===== config.mk =====
export PLATFORM = sky130hd
export DESIGN_NAME = usbls_rx_pkt_check
export DESIGN_NICKNAME = d
export VERILOG_FILES = /design/src/rtl/usbls_pkg.sv /design/src/rtl/usbls_crc16_serial.sv /design/src/rtl/usbls_rx_pkt_check.sv
export SDC_FILE = /design/constraint.sdc
export NUM_CORES = 1
export LEC_CHECK = 0
export ABC_AREA = 1
export CORE_MARGIN = 10
export CORE_UTILIZATION = 45
export DETAILED_ROUTE_END_ITERATION = 8
export PLACE_DENSITY = 0.81
export SETUP_SLACK_MARGIN = 0.3
export SYNTH_ARGS = -nofsm -noshare
export SYNTH_HDL_FRONTEND = slang
export SYNTH_HIERARCHICAL = 1
export SYNTH_SLANG_ARGS = --single-unit

===== constraint.sdc =====
create_clock -name clk -period 1.6 [get_ports clk]
set_clock_uncertainty 0.1 [all_clocks]
set_input_delay 0.16 -clock clk [delete_from_list [all_inputs] [get_ports clk]]
set_output_delay 0.16 -clock clk [all_outputs]
set_load 0.005 [all_outputs]

===== src/rtl/usbls_pkg.sv =====
// Shared definitions for the low-speed USB receive path: PID flag
// encodings, CRC16 constants, packet-check FSM states and the CRC step.
package usbls_pkg;

    // One-hot PID flags as delivered by the receiver front end
    localparam logic [3:0] PID_DATA0 = 4'b1000;
    localparam logic [3:0] PID_DATA1 = 4'b0100;
    localparam logic [3:0] PID_ACK   = 4'b0010;
    localparam logic [3:0] PID_NAK   = 4'b0001;

    localparam logic [3:0] PID_DATA_MASK = PID_DATA0 | PID_DATA1;
    localparam logic [3:0] PID_HS_MASK   = PID_ACK | PID_NAK;

    // USB CRC16: x^16 + x^15 + x^2 + 1, MSB-first register form
    localparam logic [15:0] CRC16_POLY     = 16'h8005;
    localparam logic [15:0] CRC16_RESIDUAL = 16'h800D;
    localparam logic [15:0] CRC16_INIT     = 16'hFFFF;

    typedef enum logic [1:0] {
        ST_IDLE = 2'd0,
        ST_CALC = 2'd1,
        ST_DONE = 2'd2
    } rx_state_e;

    // Advance the CRC register by one serial bit
    function automatic logic [15:0] crc16_step(input logic [15:0] crc,
                                               input logic        bit_in,
                                               input logic [15:0] poly);
        return {crc[14:0], 1'b0} ^ ((bit_in ^ crc[15]) ? poly : 16'h0000);
    endfunction

endpackage


===== src/rtl/usbls_crc16_serial.sv =====
// Bit-serial CRC16 register: init reloads the seed, enable shifts in bit_in.
module usbls_crc16_serial
    import usbls_pkg::*;
#(
    parameter logic [15:0] POLY = CRC16_POLY,
    parameter logic [15:0] INIT = CRC16_INIT
) (
    input  logic        clk,
    input  logic        rst_n,
    input  logic        init,
    input  logic        enable,
    input  logic        bit_in,
    output logic [15:0] crc_out
);

    logic [15:0] crc_q;

    // CRC register: seed on reset/init, one polynomial step per enabled cycle
    always_ff @(posedge clk) begin
        if (!rst_n) begin
            crc_q <= INIT;
        end else if (init) begin
            crc_q <= INIT;
        end else if (enable) begin
            crc_q <= crc16_step(crc_q, bit_in, POLY);
        end
    end

    assign crc_out = crc_q;

endmodule


===== src/rtl/usbls_rx_pkt_check.sv =====
// Packet checker behind the low-speed USB receiver. Latches each completed
// DATA0/DATA1 packet, runs the CRC16 serially over payload plus CRC field,
// and reports a verdict; ACK/NAK handshakes are forwarded as single pulses.
module usbls_rx_pkt_check
    import usbls_pkg::*;
#(
    parameter int unsigned MAX_BYTES    = 8,
    parameter logic [15:0] CRC_POLY     = CRC16_POLY,
    parameter logic [15:0] CRC_RESIDUAL = CRC16_RESIDUAL
) (
    input  logic        clk,
    input  logic        rst_n,
    input  logic [3:0]  pid_flag,
    input  logic [63:0] data,
    input  logic [15:0] crcdata,
    input  logic [3:0]  byte_size,
    input  logic        receive_complete,
    output logic        pkt_valid,
    output logic        pkt_crc_ok,
    output logic        pkt_len_err,
    output logic        pkt_data1,
    output logic [3:0]  pkt_len,
    output logic [63:0] pkt_data,
    output logic        hs_valid,
    output logic        hs_ack,
    output logic        hs_nak,
    output logic        busy,
    output logic        overrun
);

    localparam logic [4:0] MAX_LEN = 5'(MAX_BYTES);

    rx_state_e   state_q, state_d;

    logic        rc_q;
    logic [3:0]  hs_q;
    logic [3:0]  hs_now;
    logic        rc_rise, new_pkt, capture, len_over, hs_rise;

    logic [63:0] cap_data;
    logic [15:0] cap_crc;
    logic [3:0]  cap_len;
    logic        cap_data1;
    logic        len_err_q;

    logic [6:0]  bit_idx;
    logic [6:0]  payload_bits;
    logic [6:0]  last_idx;
    logic [5:0]  data_pos;
    logic [3:0]  crc_pos;
    logic        bit_sel;

    logic        crc_init, crc_en, pkt_fire;
    logic [15:0] crc_val;

    assign hs_now   = pid_flag & PID_HS_MASK;
    assign rc_rise  = receive_complete & ~rc_q;
    assign new_pkt  = rc_rise & (|(pid_flag & PID_DATA_MASK));
    assign capture  = new_pkt & (state_q == ST_IDLE);
    assign len_over = {1'b0, byte_size} > MAX_LEN;
    assign hs_rise  = (|hs_now) & ~(|hs_q);

    // Edge detectors for receive_complete and the handshake flags
    always_ff @(posedge clk) begin
        if (!rst_n) begin
            rc_q <= 1'b0;
            hs_q <= '0;
        end else begin
            rc_q <= receive_complete;
            hs_q <= hs_now;
        end
    end

    // FSM state register
    always_ff @(posedge clk) begin
        if (!rst_n) begin
            state_q <= ST_IDLE;
        end else begin
            state_q <= state_d;
        end
    end

    // FSM next-state: oversize packets skip the CRC pass entirely
    always_comb begin
        state_d = state_q;
        unique case (state_q)
            ST_IDLE: if (capture) state_d = len_over ? ST_DONE : ST_CALC;
            ST_CALC: if (bit_idx == last_idx) state_d = ST_DONE;
            ST_DONE: state_d = ST_IDLE;
            default: state_d = ST_IDLE;
        endcase
    end

    // FSM outputs: CRC control, busy flag and result strobe
    always_comb begin
        crc_init = capture;
        crc_en   = 1'b0;
        pkt_fire = 1'b0;
        unique case (state_q)
            ST_CALC: crc_en   = 1'b1;
            ST_DONE: pkt_fire = 1'b1;
            default: ;
        endcase
        busy = crc_en;
    end

    // Capture registers and serial bit counter
    always_ff @(posedge clk) begin
        if (!rst_n) begin
            cap_data  <= '0;
            cap_crc   <= '0;
            cap_len   <= '0;
            cap_data1 <= 1'b0;
            len_err_q <= 1'b0;
            bit_idx   <= '0;
        end else if (capture) begin
            cap_data  <= data;
            cap_crc   <= crcdata;
            cap_len   <= byte_size;
            cap_data1 <= |(pid_flag & PID_DATA1);
            len_err_q <= len_over;
            bit_idx   <= '0;
        end else if (state_q == ST_CALC) begin
            bit_idx   <= bit_idx + 7'd1;
        end
    end

    // Bit mux: payload bytes (LSB first, byte0 at [63:56]) then CRC field.
    // payload_bits is a multiple of 8, so the CRC offset only needs the low
    // nibble of the counter.
    always_comb begin
        payload_bits = {cap_len, 3'b000};
        last_idx     = payload_bits + 7'd15;
        data_pos     = 6'd56 - {bit_idx[5:3], 3'b000} + {3'b000, bit_idx[2:0]};
        crc_pos      = bit_idx[3:0] - {cap_len[0], 3'b000};
        bit_sel      = (bit_idx < payload_bits) ? cap_data[data_pos] : cap_crc[crc_pos];
    end

    usbls_crc16_serial #(
        .POLY (CRC_POLY),
        .INIT (CRC16_INIT)
    ) u_crc (
        .clk     (clk),
        .rst_n   (rst_n),
        .init    (crc_init),
        .enable  (crc_en),
        .bit_in  (bit_sel),
        .crc_out (crc_val)
    );

    // Packet result registers: refreshed only on the DONE cycle, held otherwise
    always_ff @(posedge clk) begin
        if (!rst_n) begin
            pkt_valid   <= 1'b0;
            pkt_crc_ok  <= 1'b0;
            pkt_len_err <= 1'b0;
            pkt_data1   <= 1'b0;
            pkt_len     <= '0;
            pkt_data    <= '0;
        end else begin
            pkt_valid <= pkt_fire;
            if (pkt_fire) begin
                pkt_crc_ok  <= (crc_val == CRC_RESIDUAL) & ~len_err_q;
                pkt_len_err <= len_err_q;
                pkt_data1   <= cap_data1;
                pkt_len     <= cap_len;
                pkt_data    <= cap_data;
            end
        end
    end

    // Single-cycle event pulses: handshake detection and dropped-packet overrun
    always_ff @(posedge clk) begin
        if (!rst_n) begin
            hs_valid <= 1'b0;
            hs_ack   <= 1'b0;
            hs_nak   <= 1'b0;
            overrun  <= 1'b0;
        end else begin
            hs_valid <= hs_rise;
            hs_ack   <= hs_rise & (|(pid_flag & PID_ACK));
            hs_nak   <= hs_rise & (|(pid_flag & PID_NAK));
            overrun  <= new_pkt & (state_q != ST_IDLE);
        end
    end

endmodule

---- Word-level counts from Yosys, hierarchy flattened ----
Cells that the tools add are included.
word-level totals
  register bits after elaboration ......... 192
  input port bits ......................... 91
  output and inout port bits .............. 77
  logic and storage cells ................. 69
operators by class
  add/subtract/negate cells ............... 5
  magnitude comparators ................... 4
  eq/ne operators ......................... 6
  muxes and demuxes ....................... 12
  bitwise operators ....................... 14
  reductions and logical operators ........ 7
operators with widths
  cell                    number
  $eq A16 B16 Y1 const B  1
  $mux W16                1
  $xor A16 B16 Y16        1
  $and A1 B1 Y1           8
  $add A7 B1 Y7 const B   1
  $add A7 B4 Y7 const B   1
  $eq A7 B7 Y1            1
  $lt A6 B7 Y1 const B    1
  $lt A7 B7 Y1            1
  $add A6 B3 Y6           1
  $bmux W1 S6             1
  $mux W2                 3
  $reduce_or A2 Y1        3
  $sub A6 B6 Y6 const A   1
  $lt A4 B5 Y1 const B    1
  $mux W1                 5
  $bmux W1 S4             1
  $gt A4 B4 Y1 const B    1
  $ne A2 B2 Y1 const B    2
  $not A1 Y1              4
  $pmux W2 S2             1
  $reduce_or A4 Y1        1
  $sub A4 B4 Y4           1
  $eq A2 B1 Y1 const B    1
  other kinds (5)         5

---- Longest topological paths before layout ----
Gate-level depths: netlist of run 1.
  word-level depth ........................ 8
  gate-level depth with buffers ........... 19
  mapped depth without buffers ............ 17

---- Cells and area by module ----
Netlist of run 1, hierarchy kept.
modules (own cells, without submodules)
  module              instances  cells each  area each (µm²)  sequential area each (µm²)
  usbls_rx_pkt_check  1          881         6912.9           3483.3
  usbls_crc16_serial  1          82          646.9            320.3

---- Worst setup path before layout of run 1 ----
No wires, ideal clock.
  kind .................................... reg-to-reg
  start ................................... register bit_idx[3]
  end ..................................... register u_crc.crc_q[15] (netlist: u_crc/crc_out[15])
  library setup time ...................... 0.115 ns
  arrival time ............................ 1.534 ns
  required time ........................... 1.385 ns
  path slack .............................. -0.149 ns
  cell stages (with the launch flop) ...... 13
  path buffers ............................ 0
  period minus slack after synthesis ...... 1.749 ns
  path through ............................ dfxtp_1 > clkinv_1 > ha_1 > o21bai_1 > a21o_1 > a21oi_1 > a21o_1 > nand2_1 > inv_1 > nand2_1 > nand3_1 > nand3_1 > nand2_1
between the ends
  longest elaborated chain between the ends .. 8
  elaborated cells on any way between the ends .. 12
  classes of those cells .................. add/sub: 3; order compare: 1; mux: 6; bitwise: 2
RTL lines
  element                        RTL line                   text
  start: declaration             usbls_rx_pkt_check.sv:46   logic [6:0] bit_idx;
  start signal: assignment       usbls_rx_pkt_check.sv:124  bit_idx <= bit_idx + 7'd1;
  $sub A6 B6 Y6                  usbls_rx_pkt_check.sv:134  data_pos = 6'd56 - {bit_idx[5:3], 3'b000} + {3'b000, bit_idx[2:0]};
  $add A6 B3 Y6                  usbls_rx_pkt_check.sv:134
  $bmux W1 S6                    usbls_rx_pkt_check.sv:136  bit_sel = (bit_idx < payload_bits) ? cap_data[data_pos] : cap_crc[crc_pos];
  $mux W1 (not written as such)  usbls_rx_pkt_check.sv:136
  $mux W1 *                      usbls_rx_pkt_check.sv:136
  named net bit_sel              usbls_rx_pkt_check.sv:51   logic bit_sel;
  $xor A1 B1 Y1 *                usbls_pkg.sv:29            return {crc[14:0], 1'b0} ^ ((bit_in ^ crc[15]) ? poly : 16'h0000);
  $mux W16 *                     usbls_pkg.sv:29
  $xor A16 B16 Y16 *             usbls_pkg.sv:29
  end signal: assignment         usbls_crc16_serial.sv:25   crc_q <= crc16_step(crc_q, bit_in, POLY);
  end: declaration               usbls_crc16_serial.sv:16   logic [15:0] crc_q;
The timed path passes the listed nets; every way through them passes the cells marked *. The select of a mux whose other input is x is not followed.
A chain may end at the register's enable or synchronous reset.

---- Final worst setup path of run 1 ----
  start ................................... register bit_idx[0]
  end ..................................... register u_crc.crc_q[2] (netlist: u_crc/crc_out[2])
between the ends
  longest elaborated chain between the ends .. 7
  elaborated cells on any way between the ends .. 11
  classes of those cells .................. add/sub: 2; order compare: 1; mux: 6; bitwise: 2
RTL lines
  element                                         RTL line
  $add A6 B3 Y6 or $sub A4 B4 Y4 (tied branches)  usbls_rx_pkt_check.sv:134, usbls_rx_pkt_check.sv:135
  $bmux W1 S6 or $bmux W1 S4 (tied branches)      usbls_rx_pkt_check.sv:136
  $mux W1 (not written as such)                   usbls_rx_pkt_check.sv:136
  $mux W1 *                                       usbls_rx_pkt_check.sv:136
  named net bit_sel                               usbls_rx_pkt_check.sv:51
  $xor A1 B1 Y1 *                                 usbls_pkg.sv:29
  $mux W16 *                                      usbls_pkg.sv:29
  $xor A16 B16 Y16 *                              usbls_pkg.sv:29
Marks and branches as above.

==> summary.txt, run 1 <==
Worst relative slew slack: 0.396
Peak supply drop: 0.883 mV
CP max FO: 16
Die Span Y: 150 µm
Final wirelength: 45,800 µm
Initial drt markers: 1,543
Site Rows: 47
Final WS setup: -1.10 ns
LEAKAGE: 5.81 nW
Synth Cell Area: 7560 µm²
Worst-skew pair later-pin latency: 0.47 ns
DRC Markers: 0
MaxCap Viol Count: 0
Placed cells: 1,364
DR vias/cell: 6.54
Ys async rst share: 0
Reg2reg path depth: 13
Io pins: 168
Pwr/cell area: 957 nW/µm²
Synth top area cells: dfxtp_1, a21oi_1, o21ai_0
Number of flops mapped to enable cells by yosys: 0
Drt first pass iters: 8
FF+latch count, synth: 190
Status: finished with violations
Clock sinks: 190
Final ANT Viol Nets: 0
Critical path type: reg2reg
IO Port Bufs: 167
Ys Warns: 6
Detailed placement HPWL: 15,100 µm
Critical path arrival: 3.00 ns
Via count: 9,964
Worst Setup End Kind: flop
H-tree depth: 4
Total Routing Usage GR: 0.302
Chip Width: 150 µm
Initial antenna violation count: 1
Fin crit period: 2.70 ns
Flop2flop setup slack: -1.10 ns
Root Driver: clkbuf_16
Largest net degree at the start of global routing: 85
Routed wire length per instance: 30.1 µm
Post-Synthesis Cells: 963
GPL Wtd Cong: 0.886
Clk pwr share: 0.317
Crit start category: flop
TritonCTS clock tree: done
Combinational share of power: 0.299
Post-synth top area share: 0.503
Post-synthesis cell type count: 33
Final core utilization: 0.890
Internal: 9.52 mW
Avg Cell Area, Syn: 7.85 µm²
Worst Tran Pin Value: 0.896 ns
TritonCTS buffer count: 17
Vias in the first global route: 9,140
Reg power frac: 0.384
Critical Path RT: 1.91 ns
Die ar.: 22,400 µm²
Top FF cell, synth: dfxtp_1
Sw Ratio: 0.323
Fmax: 0.371 GHz
Final hold violations: 0
Failing checks: negative setup slack
Cell taking the most area after synthesis: dfxtp_1
Commonest non-fill, non-tap cell in the layout: dfxtp_1
RSZ-0062 raised after global routing: yes
Initial core utilization: 0.457
Area grow syn2layout: 94.6%
# setup viols final: 64
Final period util: 1.68
Synthesized Nets: 1,060
Final Net Count: 1,387
P_sw: 4.55 mW
Fin cells: 1,523
Worst slack at placement: -0.379 ns
Proportion of layout cells with a drive suffix above 1: 0.505
Clk buf depth: 2
Commonest non-fill, non-tap cells in the layout: dfxtp_1, a21oi_2, nand2_1
Grt ovf: 0
HP Class: in2reg
First-pass GRT wire length: 52,200 µm
Core Region: 16,500 µm²
Seq/Total Area, Yosys: 0.503
Slew Limit Fails: 0
Total power: 14.1 mW
Hold Path Depth: 5
CTS clk-pin slew, worst paths: 0.07 ns
[worst paths after layout]
check | start | to
max reg2reg | bit_idx[0]$_SDFFE_PP0P_ | u_crc/crc_out[2]$_SDFFE_PP1P_
min reg2reg | pkt_crc_ok$_SDFFE_PN0P_ | pkt_crc_ok$_SDFFE_PN0P_
max | bit_idx[0]$_SDFFE_PP0P_ | u_crc/crc_out[2]$_SDFFE_PP1P_
min | receive_complete | overrun$_SDFF_PN0_
[stage by stage]
stage               setup TNS, ns  hold slack, ns  area, µm²
detailed placement         -26.39           0.348       9850
finish                      -6.36          0.0322      14700
CTS                        -0.755           0.113      13100
floorplan                  -0.233           0.153       7630
global placement           -19.46           0.342       9850
global route                -7.99          0.0732      14700
[cell type report]
class | instances | area (µm²)
Antenna cell | 1 | 2.50
Tap cell | 220 | 275
Timing Repair Buffer | 372 | 4690
Clock buffer | 22 | 464
Clock inverter | 9 | 111
Fill cell | 566 | 1820
Inverter | 104 | 440
Sequential cell | 190 | 3870
Multi-Input combinational cell | 601 | 4780
Timing Repair inverter | 4 | 65.1
[synthesized netlist by cell type (2+ instances only)]
library cell / number
nand4_1: 2
o21ai_0: 165
dfxtp_1: 190
buf_4: 2
nand3_1: 68
nor2_2: 2
nand2_2: 4
inv_2: 5
xor2_1: 8
inv_1: 97
buf_6: 13
xnor2_1: 2
nor2_1: 42
o211ai_1: 9
buf_2: 22
nor4_1: 3
nand2_1: 113
clkbuf_1: 29
a21oi_1: 166
buf_1: 2
a21o_1: 2
ha_1: 6
[worst max-delay path, cell delays in order, from the launching register on]
cell,delay (ns)
dfxtp_4,0.37
buf_12,0.15
buf_12,0.12
inv_12,0.05
o21ai_0,0.70
nand3_1,0.25
nand3_1,0.15
a21o_1,0.19
nand2_4,0.09
inv_2,0.09
nand2_2,0.07
nand3b_1,0.14
nand3_2,0.09
nand2_1,0.08
[sequential cells by signal (all words and copies together) (netlist names), 4 cells and up]
signal / cells
pkt_len: 4
cap_len: 4
bit_idx: 7
u_crc/crc_out: 16
cap_crc: 16
pkt_data: 64
cap_data: 64
[power groups by stage]
stage / registers [mW] / clock network, mW / logic [mW]
CTS: 5.29 / 4.23 / 3.12
global route: 5.41 / 4.53 / 4.29
floorplan: 5.35 / 0 / 0.956
global placement: 5.37 / 0 / 1.78
finish: 5.40 / 4.46 / 4.21
detailed placement: 5.38 / 0 / 1.82
[kinds of logic (layout without fill, tap and decap cells)]
logic type	after synthesis	in the layout	share of synthesized area
buffers and inverters	172	511	0.104
adders and majority gates	6	6	0.00993
and+or+nand+nor	239	239	0.138
DFF	190	190	0.503
xor gates and xnor gates	10	10	0.0116
other	0	1	0
AOI/OAI and AO/OA	346	346	0.234
[repair_timing]
item	CTS	global route
hold buffers	1	1
setup endpoints to repair	259	249
setup buffers	42	28
hold endpoints to repair	10	1
pin swaps	87	92
gates cloned	42	13
gates resized for setup	535	382
[layer usage]
layer	track usage	vias up	wire, µm
met5	0	-	0
met4	0.180	0	4720
met3	0.0854	421	5830
met2	0.506	1006	20400
met1	0.335	4646	14900
li1	-	3891	-
Power figures use the tool's default switching activity.
==> run 2, diff against run 1 <==
--- a/config.mk
+++ b/config.mk
@@ -9,8 +9,8 @@
 export CORE_MARGIN = 10
 export CORE_UTILIZATION = 45
 export DETAILED_ROUTE_END_ITERATION = 8
+export GPL_ROUTABILITY_DRIVEN = 1
 export PLACE_DENSITY = 0.81
-export SETUP_SLACK_MARGIN = 0.3
 export SYNTH_ARGS = -nofsm -noshare
 export SYNTH_HDL_FRONTEND = slang
 export SYNTH_HIERARCHICAL = 1
==> constraint.sdc (replaced) <==
create_clock -name clk -period 1.6 [get_ports clk]
set_clock_uncertainty 0.1 [all_clocks]
set_input_delay 0.16 -clock clk [delete_from_list [all_inputs] [get_ports clk]]
set_output_delay 0.16 -clock clk [all_outputs]
set_load 0.1 [all_outputs]
==> run 2 against run 1 <==
- final cell count is 7.3% lower
- highest routed layer unchanged
- largest cell class is now flip-flops and latches
- the flow still finishes with violations (negative setup slack)
- critical endpoint unchanged
- largest power group unchanged
- first-iteration DRC count is 59% lower
- utilization is 18 points lower
==> summary.txt, run 2 (same netlist as run 1, synthesis figures left out) <==
Status: finished with violations
Failing checks: negative setup slack
Worst slack at placement: -0.362 ns
Crit start category: flop
Worst-skew pair later-pin latency: 0.44 ns
Commonest non-fill, non-tap cells in the layout: dfxtp_1, a21oi_1, o21ai_0
TritonCTS clock tree: done
Proportion of layout cells with a drive suffix above 1: 0.227
Final period util: 1.28
Die ar.: 22,400 µm²
TritonCTS buffer count: 17
DR vias/cell: 5.29
Clock sinks: 190
Placed cells: 1,363
Slew Limit Fails: 0
Routed wire length per instance: 16.9 µm
Top Registers: cap_data x64, pkt_data x64
Reg2reg path depth: 13
MaxCap Viol Count: 0
LEAKAGE: 4.75 nW
Final WS setup: -0.451 ns
Final ANT Viol Nets: 0
Commonest non-fill, non-tap cell in the layout: dfxtp_1
Worst relative slew slack: 0.769
Final Net Count: 1,276
Initial core utilization: 0.457
Via count: 7,472
Fin cells: 1,412
Fin crit period: 2.05 ns
Vias in the first global route: 7,215
CP max FO: 10
Drt first pass iters: 5
Peak supply drop: 0.808 mV
Number of fill cells: 1,172
IO Port Bufs: 167
Hold Path Depth: 3
Initial antenna violation count: 0
Chip Width: 150 µm
Total power: 12.9 mW
RSZ-0062 raised after global routing: yes
CP Depth: 13
Root Driver: clkbuf_16
# setup viols final: 6
GPL Wtd Cong: 0.847
Site Rows: 47
Area grow syn2layout: 54.2%
First-pass GRT wire length: 36,000 µm
Slowest cell on crit path: dfxtp_4
CTS clk-pin slew, worst paths: 0.07 ns
Initial drt markers: 631
Clk buf depth: 2
Critical path type: reg2reg
Largest net degree at the start of global routing: 101
Core Region: 16,500 µm²
Fmax: 0.488 GHz
Critical path arrival: 2.27 ns
Die Span Y: 150 µm
Multi-input gate area: 3160 µm²
H-tree depth: 4
Detailed placement HPWL: 16,300 µm
Pwr/cell area: 1100 nW/µm²
HP Class: in2reg
DRC Markers: 0
Worst Tran Pin Value: 0.346 ns
Worst path bufs/invs: 3
Io pins: 168
Register Area: 3810 µm²
Total Routing Usage GR: 0.199
Crit path max-delay family: simple AND/OR/NAND/NOR gates
Final hold violations: 0
CP max stage delay: 0.37 ns
Worst path cell trace: buf_8, buf_8, a21oi_1, o21ai_0, nand3_1, nand3_1, a21o_1, nand2_4, inv_4, nand2_4, nand3_2, nand3_2, nand2_1
Grt ovf: 0
Critical Path RT: 1.82 ns
Worst Setup End Kind: flop
Diode count: 0
Final wirelength: 23,800 µm
## run 2: changes by cell type in the layout (fill, tap and decap cells not counted), sizes merged, moves of 2 or more
cell           delta
clkbuf           -47
clkdlybuf4s15    -30
buf              -24
dlygate4sd2      -11
inv               +5
clkinvlp          -3
clkdlybuf4s50     +2
clkinv            +2
dlymetal6s2s      -2
## run 2: final timing paths
kind / slack [ns] / to / start
worst max-delay path: -0.45 / u_crc/crc_out[2]$_SDFFE_PP1P_ / bit_idx[0]$_SDFFE_PP0P_
worst min-delay path: 0.17 / rc_q$_SDFF_PN0_ / receive_complete
worst max register to register: -0.45 / u_crc/crc_out[2]$_SDFFE_PP1P_ / bit_idx[0]$_SDFFE_PP0P_
worst min register to register: 0.36 / cap_crc[2]$_SDFFE_PN0P_ / cap_crc[2]$_SDFFE_PN0P_
## run 2: cell type report
class                   count  share of cell area
clock buffers              19              0.0389
clock inverters            13              0.0110
inverters                 104              0.0358
multi-input cells         601               0.271
flip-flops and latches    190               0.327
well taps                 220              0.0236
repair buffers            262               0.290
repair inverters            3             0.00247
## run 2: worst reg2reg max path: stages (launching register included)
cell and delay, ns:
dfxtp_4 0.37, buf_8 0.15, buf_8 0.14, a21oi_1 0.15, o21ai_0 0.11, nand3_1 0.12, nand3_1 0.10, a21o_1 0.22
nand2_4 0.12, inv_4 0.06, nand2_4 0.07, nand3_2 0.08, nand3_2 0.09, nand2_1 0.07
## run 2: power breakdown
part,leakage (nW),switching (mW),internal (mW)
Combinational,2.91,2.00,1.31
Sequential,1.56,0.258,5.10
Clock,0.283,1.92,2.27
Total,4.75,4.18,8.67
## run 2: timing repair
| action | in CTS | in global routing |
|---|---|---|
| hold buffers | 1 | 0 |
| pin swaps | 0 | 18 |
| endpoints found under the hold margin | 7 | 0 |
| gates resized for setup | 19 | 54 |
| setup buffers | 2 | 8 |
| gates cloned | 0 | 6 |
| endpoints found under the setup margin | 7 | 74 |
## run 2: layer usage
metal | global-route usage | wire length (µm)
met3 | 0.0691 | 1990
met5 | 0 | 0
met2 | 0.337 | 12100
met4 | 0.0608 | 556
met1 | 0.230 | 9230
## run 2: through the flow
stage                     hold WS (ns)  TNS [ns]  area (µm²)  utilization
after floorplan                  0.153    -0.234        7610            -
after global placement           0.340    -21.90       10600        0.643
after detailed placement         0.347    -23.10       10600        0.643
after CTS                        0.160    -0.958       11300        0.684
after global routing             0.172     -1.79       11700        0.705
final                            0.171     -1.29       11700        0.705
